--- src/rtl/xulie_gen.sv ---
// rtl/xulie_gen.sv - serial pattern transmitter, MSB-first, single-shot or repeated frames
module xulie_gen #(
  parameter int       WIDTH    = 8,
  parameter int       LEN_W    = 4,
  parameter int       GAP_CYC  = 2,
  parameter bit       IDLE_LVL = 1'b1
) (
  input  logic             Clk,
  input  logic             Reset,
  input  logic             Start,
  input  logic [WIDTH-1:0] Pattern,
  input  logic [LEN_W-1:0] Len,
  input  logic             Repeat,
  input  logic             Stop,
  output logic             Dout,
  output logic             Dvalid,
  output logic             Busy,
  output logic             Done
);

  // Gap counter holds GAP_CYC-1 down to 0; keep at least one bit when there is no gap.
  localparam int GW = (GAP_CYC < 2) ? 1 : $clog2(GAP_CYC + 1);

  localparam logic [LEN_W-1:0] LEN_MAX = LEN_W'(WIDTH);
  localparam logic [LEN_W-1:0] LEN_ONE = LEN_W'(1);
  localparam logic [GW-1:0]    GAP_ONE = GW'(1);
  localparam logic [GW-1:0]    GAP_LD  = GW'(GAP_CYC - 1);

  typedef enum logic [3:0] {
    IDLE = 4'b0001,
    SEND = 4'b0010,
    GAP  = 4'b0100,
    FIN  = 4'b1000
  } state_t;

  state_t           state, state_nxt;
  logic [WIDTH-1:0] shift_reg, shift_nxt;
  logic [LEN_W-1:0] cnt, cnt_nxt;
  logic [LEN_W-1:0] len_reg, len_nxt;
  logic             rep_reg, rep_nxt;
  logic             stop_pend, stop_nxt;
  logic [GW-1:0]    gap_cnt, gap_nxt;

  logic [LEN_W-1:0] len_clamp;
  logic             eff_stop;
  logic [WIDTH-1:0] shifted_nxt;
  logic             dout_nxt;

  // Clamp the requested length: 0 or anything past WIDTH means a full-width frame.
  always_comb begin
    len_clamp = Len;
    if (Len == '0 || Len > LEN_MAX) begin
      len_clamp = LEN_MAX;
    end
  end

  // Next-state and datapath decisions; a Stop seen this cycle counts as already pending.
  always_comb begin
    state_nxt = state;
    shift_nxt = shift_reg;
    cnt_nxt   = cnt;
    len_nxt   = len_reg;
    rep_nxt   = rep_reg;
    stop_nxt  = stop_pend;
    gap_nxt   = gap_cnt;
    eff_stop  = stop_pend | Stop;

    case (state)
      IDLE: begin
        stop_nxt = 1'b0;
        if (Start) begin
          shift_nxt = Pattern;
          len_nxt   = len_clamp;
          rep_nxt   = Repeat;
          cnt_nxt   = len_clamp - LEN_ONE;
          stop_nxt  = Stop;
          state_nxt = SEND;
        end
      end
      SEND: begin
        stop_nxt = eff_stop;
        if (cnt == '0) begin
          if (rep_reg && !eff_stop) begin
            if (GAP_CYC > 0) begin
              gap_nxt   = GAP_LD;
              state_nxt = GAP;
            end else begin
              cnt_nxt = len_reg - LEN_ONE;
            end
          end else begin
            state_nxt = FIN;
          end
        end else begin
          cnt_nxt = cnt - LEN_ONE;
        end
      end
      GAP: begin
        stop_nxt = eff_stop;
        if (gap_cnt == '0) begin
          if (eff_stop) begin
            state_nxt = FIN;
          end else begin
            cnt_nxt   = len_reg - LEN_ONE;
            state_nxt = SEND;
          end
        end else begin
          gap_nxt = gap_cnt - GAP_ONE;
        end
      end
      FIN: begin
        state_nxt = IDLE;
      end
      default: begin
        state_nxt = IDLE;
      end
    endcase
  end

  // Bit to present next cycle: selected by the next counter value out of the next shift register.
  always_comb begin
    shifted_nxt = shift_nxt >> cnt_nxt;
    dout_nxt    = (state_nxt == SEND) ? shifted_nxt[0] : IDLE_LVL;
  end

  // State, datapath and registered outputs; reset wins over everything, even mid-frame.
  always_ff @(posedge Clk) begin
    if (Reset) begin
      state     <= IDLE;
      shift_reg <= '0;
      cnt       <= '0;
      len_reg   <= '0;
      rep_reg   <= 1'b0;
      stop_pend <= 1'b0;
      gap_cnt   <= '0;
      Dout      <= IDLE_LVL;
      Dvalid    <= 1'b0;
      Busy      <= 1'b0;
      Done      <= 1'b0;
    end else begin
      state     <= state_nxt;
      shift_reg <= shift_nxt;
      cnt       <= cnt_nxt;
      len_reg   <= len_nxt;
      rep_reg   <= rep_nxt;
      stop_pend <= stop_nxt;
      gap_cnt   <= gap_nxt;
      Dout      <= dout_nxt;
      Dvalid    <= (state_nxt == SEND);
      Busy      <= (state_nxt != IDLE);
      Done      <= (state_nxt == FIN);
    end
  end

endmodule
--- config.mk ---
export PLATFORM = sky130hd
export DESIGN_NAME = xulie_gen
export DESIGN_NICKNAME = d
export VERILOG_FILES = /design/src/rtl/xulie_gen.sv
export SDC_FILE = /design/constraint.sdc
export NUM_CORES = 1
export LEC_CHECK = 0
export BUFFER_PORTS_ARGS = -buffer_cell sky130_fd_sc_hd__buf_2
export CORE_AREA = 2 2 78 62
export CTS_BUF_LIST = sky130_fd_sc_hd__clkbuf_16
export DETAILED_ROUTE_END_ITERATION = 10
export DIE_AREA = 0 0 80 64
export SYNTH_ARGS = -nofsm -noshare
export SYNTH_HDL_FRONTEND = slang
export SYNTH_SLANG_ARGS = --single-unit
--- constraint.sdc ---
create_clock -name Clk -period 6.2 [get_ports Clk]
set_clock_uncertainty 0.15 [all_clocks]
set_input_delay 0.31 -clock Clk [delete_from_list [all_inputs] [get_ports Clk]]
set_output_delay 0.31 -clock Clk [all_outputs]
set_load 0.05 [all_outputs]
==> impl_metrics.tcl <==
set metrics [dict create \
    slowest_delay_ps 700 \
    syn_inst 173 \
    ys_seq_area_share_pct 38.0 \
    worst_pin_slew_ps 675 \
    endpoint_kind "register" \
    fin_tns_setup_ps 0 \
    cts_tree "done" \
    power_density_nw_per_um2 270 \
    synth_top_family_by_area "simple AND/OR/NAND/NOR gates" \
    outcome "finished clean" \
    arrival_ps 2540 \
    worst_path_max_delay_cell "or4b_1" \
    drt_pass1_iterations 4 \
    ant_nets 0 \
    ff_latch_area_um2 561 \
    cts_inserted_buffers 3 \
    crit_fanout 11 \
    synth_simple_gate_area_share_pct 26.0 \
    yosys-mux-area-fraction_pct 7.04 \
    io_buffers 20 \
    dp_hpwl_mm 2.39 \
    viasPerCell 5.02 \
    grt_pass1_wl_mm 5.40 \
    yosys_warnings 0 \
    diodes 0 \
    yosys.area_share.adder_pct 3.39 \
    overflow 0 \
    clock-sinks 28 \
    synth_async_sr_flop_share_pct 0 \
    crit_type "reg -> reg" \
    cp_data_required_time_ps 6160 \
    stdcell_area_um2 1700 \
    ir_worst_vdd_uv 144 \
    ys_seq_elements 28 \
    synth_top_flop_cell "dfxtp_1" \
    clk_latency_ps 260 \
    avgSynthCellArea_um2 8.53 \
    synth_xor_area_share_pct 2.37 \
    cap_violations 0 \
    nets 213 \
    grt_pass1_vias 1139 \
    hold_buffers 0 \
    gp_congestion 0.865 \
    initial_core_util_pct 34.2 \
    hold_slack_ps 138 \
    dieHeight_um 64 \
    leakagePower_nw 0.672 \
    h-tree-depth 1 \
    ys_types 48 \
    core-area_um2 4310 \
    crit_path_cell_trace "or4b_1 > nor2b_4 > o22ai_2 > nand2_4 > mux2_2 > o311ai_0 > o311ai_1" \
    fin_crit_ps 2580 \
    grt.total_usage_pct 13.8 \
    boundaryPins 21 \
    cts.reportedPaths.clkPinSlew_ps 70 \
    num_vias 1245 \
    final_common_cell "dfxtp_1" \
    finalSetupViolations 0 \
    fill_cells 450 \
    largest_reg_flops 8 \
    wl_mm 3.22 \
    drt_iter0_markers 83 \
    synth_area_um2 1480 \
    cp-start-kind "register" \
    multi_input_area_um2 836 \
    regToRegSetupSlack_ps 3620 \
    antenna_found_initial 0 \
    clockRootBuffer "clkbuf_16" \
    utilization_pct 39.3 \
    relSlewSlack_pct 54.9 \
    drc 0 \
    fin_ws_ps 3620 \
    clock_tree.buffer_depth 2 \
    die-area_um2 5120 \
    area_growth_pct 14.9 \
    synth-compound-area-share_pct 17.9 \
    placed_cell_area_um2 1620 \
    period_share_pct 41.6 \
    hold_violations 0 \
    hold_class "in -> reg" \
    final_cell_mix "28 x dfxtp_1, 24 x nand2_1, 24 x nor2_1" \
    cts_resized 0 \
    drv_slew 0 \
    grt_max_degree 25 \
    rows 21 \
    fp.dieW_um 80 \
    fmax_mhz 388 \
    cts_setup_buffers 0 \
    synth-edff-count 0 \
    synth_nets 194 \
    drive_gt1_share_pct 19.4 \
    preCtsSetupSlack_ps 3610 \
    rsz0062_at_grt "no" \
    wl_per_cell_um 13.0 \
]
-- final timing paths --
| kind | from | endpoint | cells past startpoint |
|---|---|---|---|
| setup / recovery | state[3] | Dout | 7 |
| hold / removal | Pattern[4] | shift_reg[4] | 3 |
| setup reg to reg | state[3] | Dout | 7 |
| hold reg to reg | shift_reg[6] | shift_reg[6] | 2 |
-- power by group --
group | total [mW] | internal (mW) | switching [mW]
clock network | 0.148 | 0.0865 | 0.0611
registers | 0.205 | 0.194 | 0.0112
logic | 0.106 | 0.0446 | 0.0609
total | 0.458 | 0.325 | 0.133
-- synthesized netlist by cell type, types with 2 or more instances --
cell | count | area [um^2]
a21oi_1 | 15 | 75.1
a311oi_1 | 2 | 17.5
clkbuf_1 | 5 | 18.8
dfxtp_1 | 28 | 561
ha_1 | 4 | 50.1
inv_1 | 11 | 41.3
mux2i_1 | 4 | 40.0
mux4_1 | 2 | 52.6
nand2_1 | 24 | 90.1
nand2b_1 | 2 | 12.5
nor2_1 | 24 | 90.1
nor2b_1 | 3 | 18.8
nor3_1 | 5 | 25.0
nor3b_1 | 3 | 22.5
o21ai_0 | 4 | 20.0
o31a_1 | 2 | 17.5
or2_2 | 2 | 12.5
xnor2_1 | 3 | 26.3
-- layer usage --
layer  global-route usage, %  wire (um)  vias up
li1                        -          -      644
met1                    20.3       1670      567
met2                    19.1       1330       32
met3                    3.95        203        2
met4                    4.45         13        0
met5                       0          0        -
-- metrics by stage --
step | power (mW) | instances
after floorplan | 0.288 | 173
after CTS | 0.462 | 248
after detailed placement | 0.315 | 244
after global routing | 0.484 | 248
after global placement | 0.314 | 244
final | 0.458 | 248
-- critical path: cells and delay by family, from the launching register on --
kind             cells  cell delay (ps)
AO/OA/AOI/OAI        3              510
multiplexers         1              340
flip-flops           1              400
AND/OR/NAND/NOR      3             1030
-- area by class of cell --
class / count / share of cell area, %
well taps: 57 / 4.21
multi-input cells: 127 / 49.3
repair buffers: 21 / 6.35
inverters: 11 / 2.44
clock inverters: 1 / 0.221
clock buffers: 3 / 4.43
flip-flops and latches: 28 / 33.1
-- cell families (layout without fill, tap and decap cells) --
kind of cell | after synthesis | count (layout)
XOR/XNOR | 4 | 4
adder cells (fa/ha/maj) | 4 | 4
AO/OA/AOI/OAI | 37 | 37
flip-flops | 28 | 28
AND/OR/NAND/NOR | 75 | 75
buffers and inverters | 18 | 36
multiplexers | 7 | 7
Power figures use the tool's default switching activity.
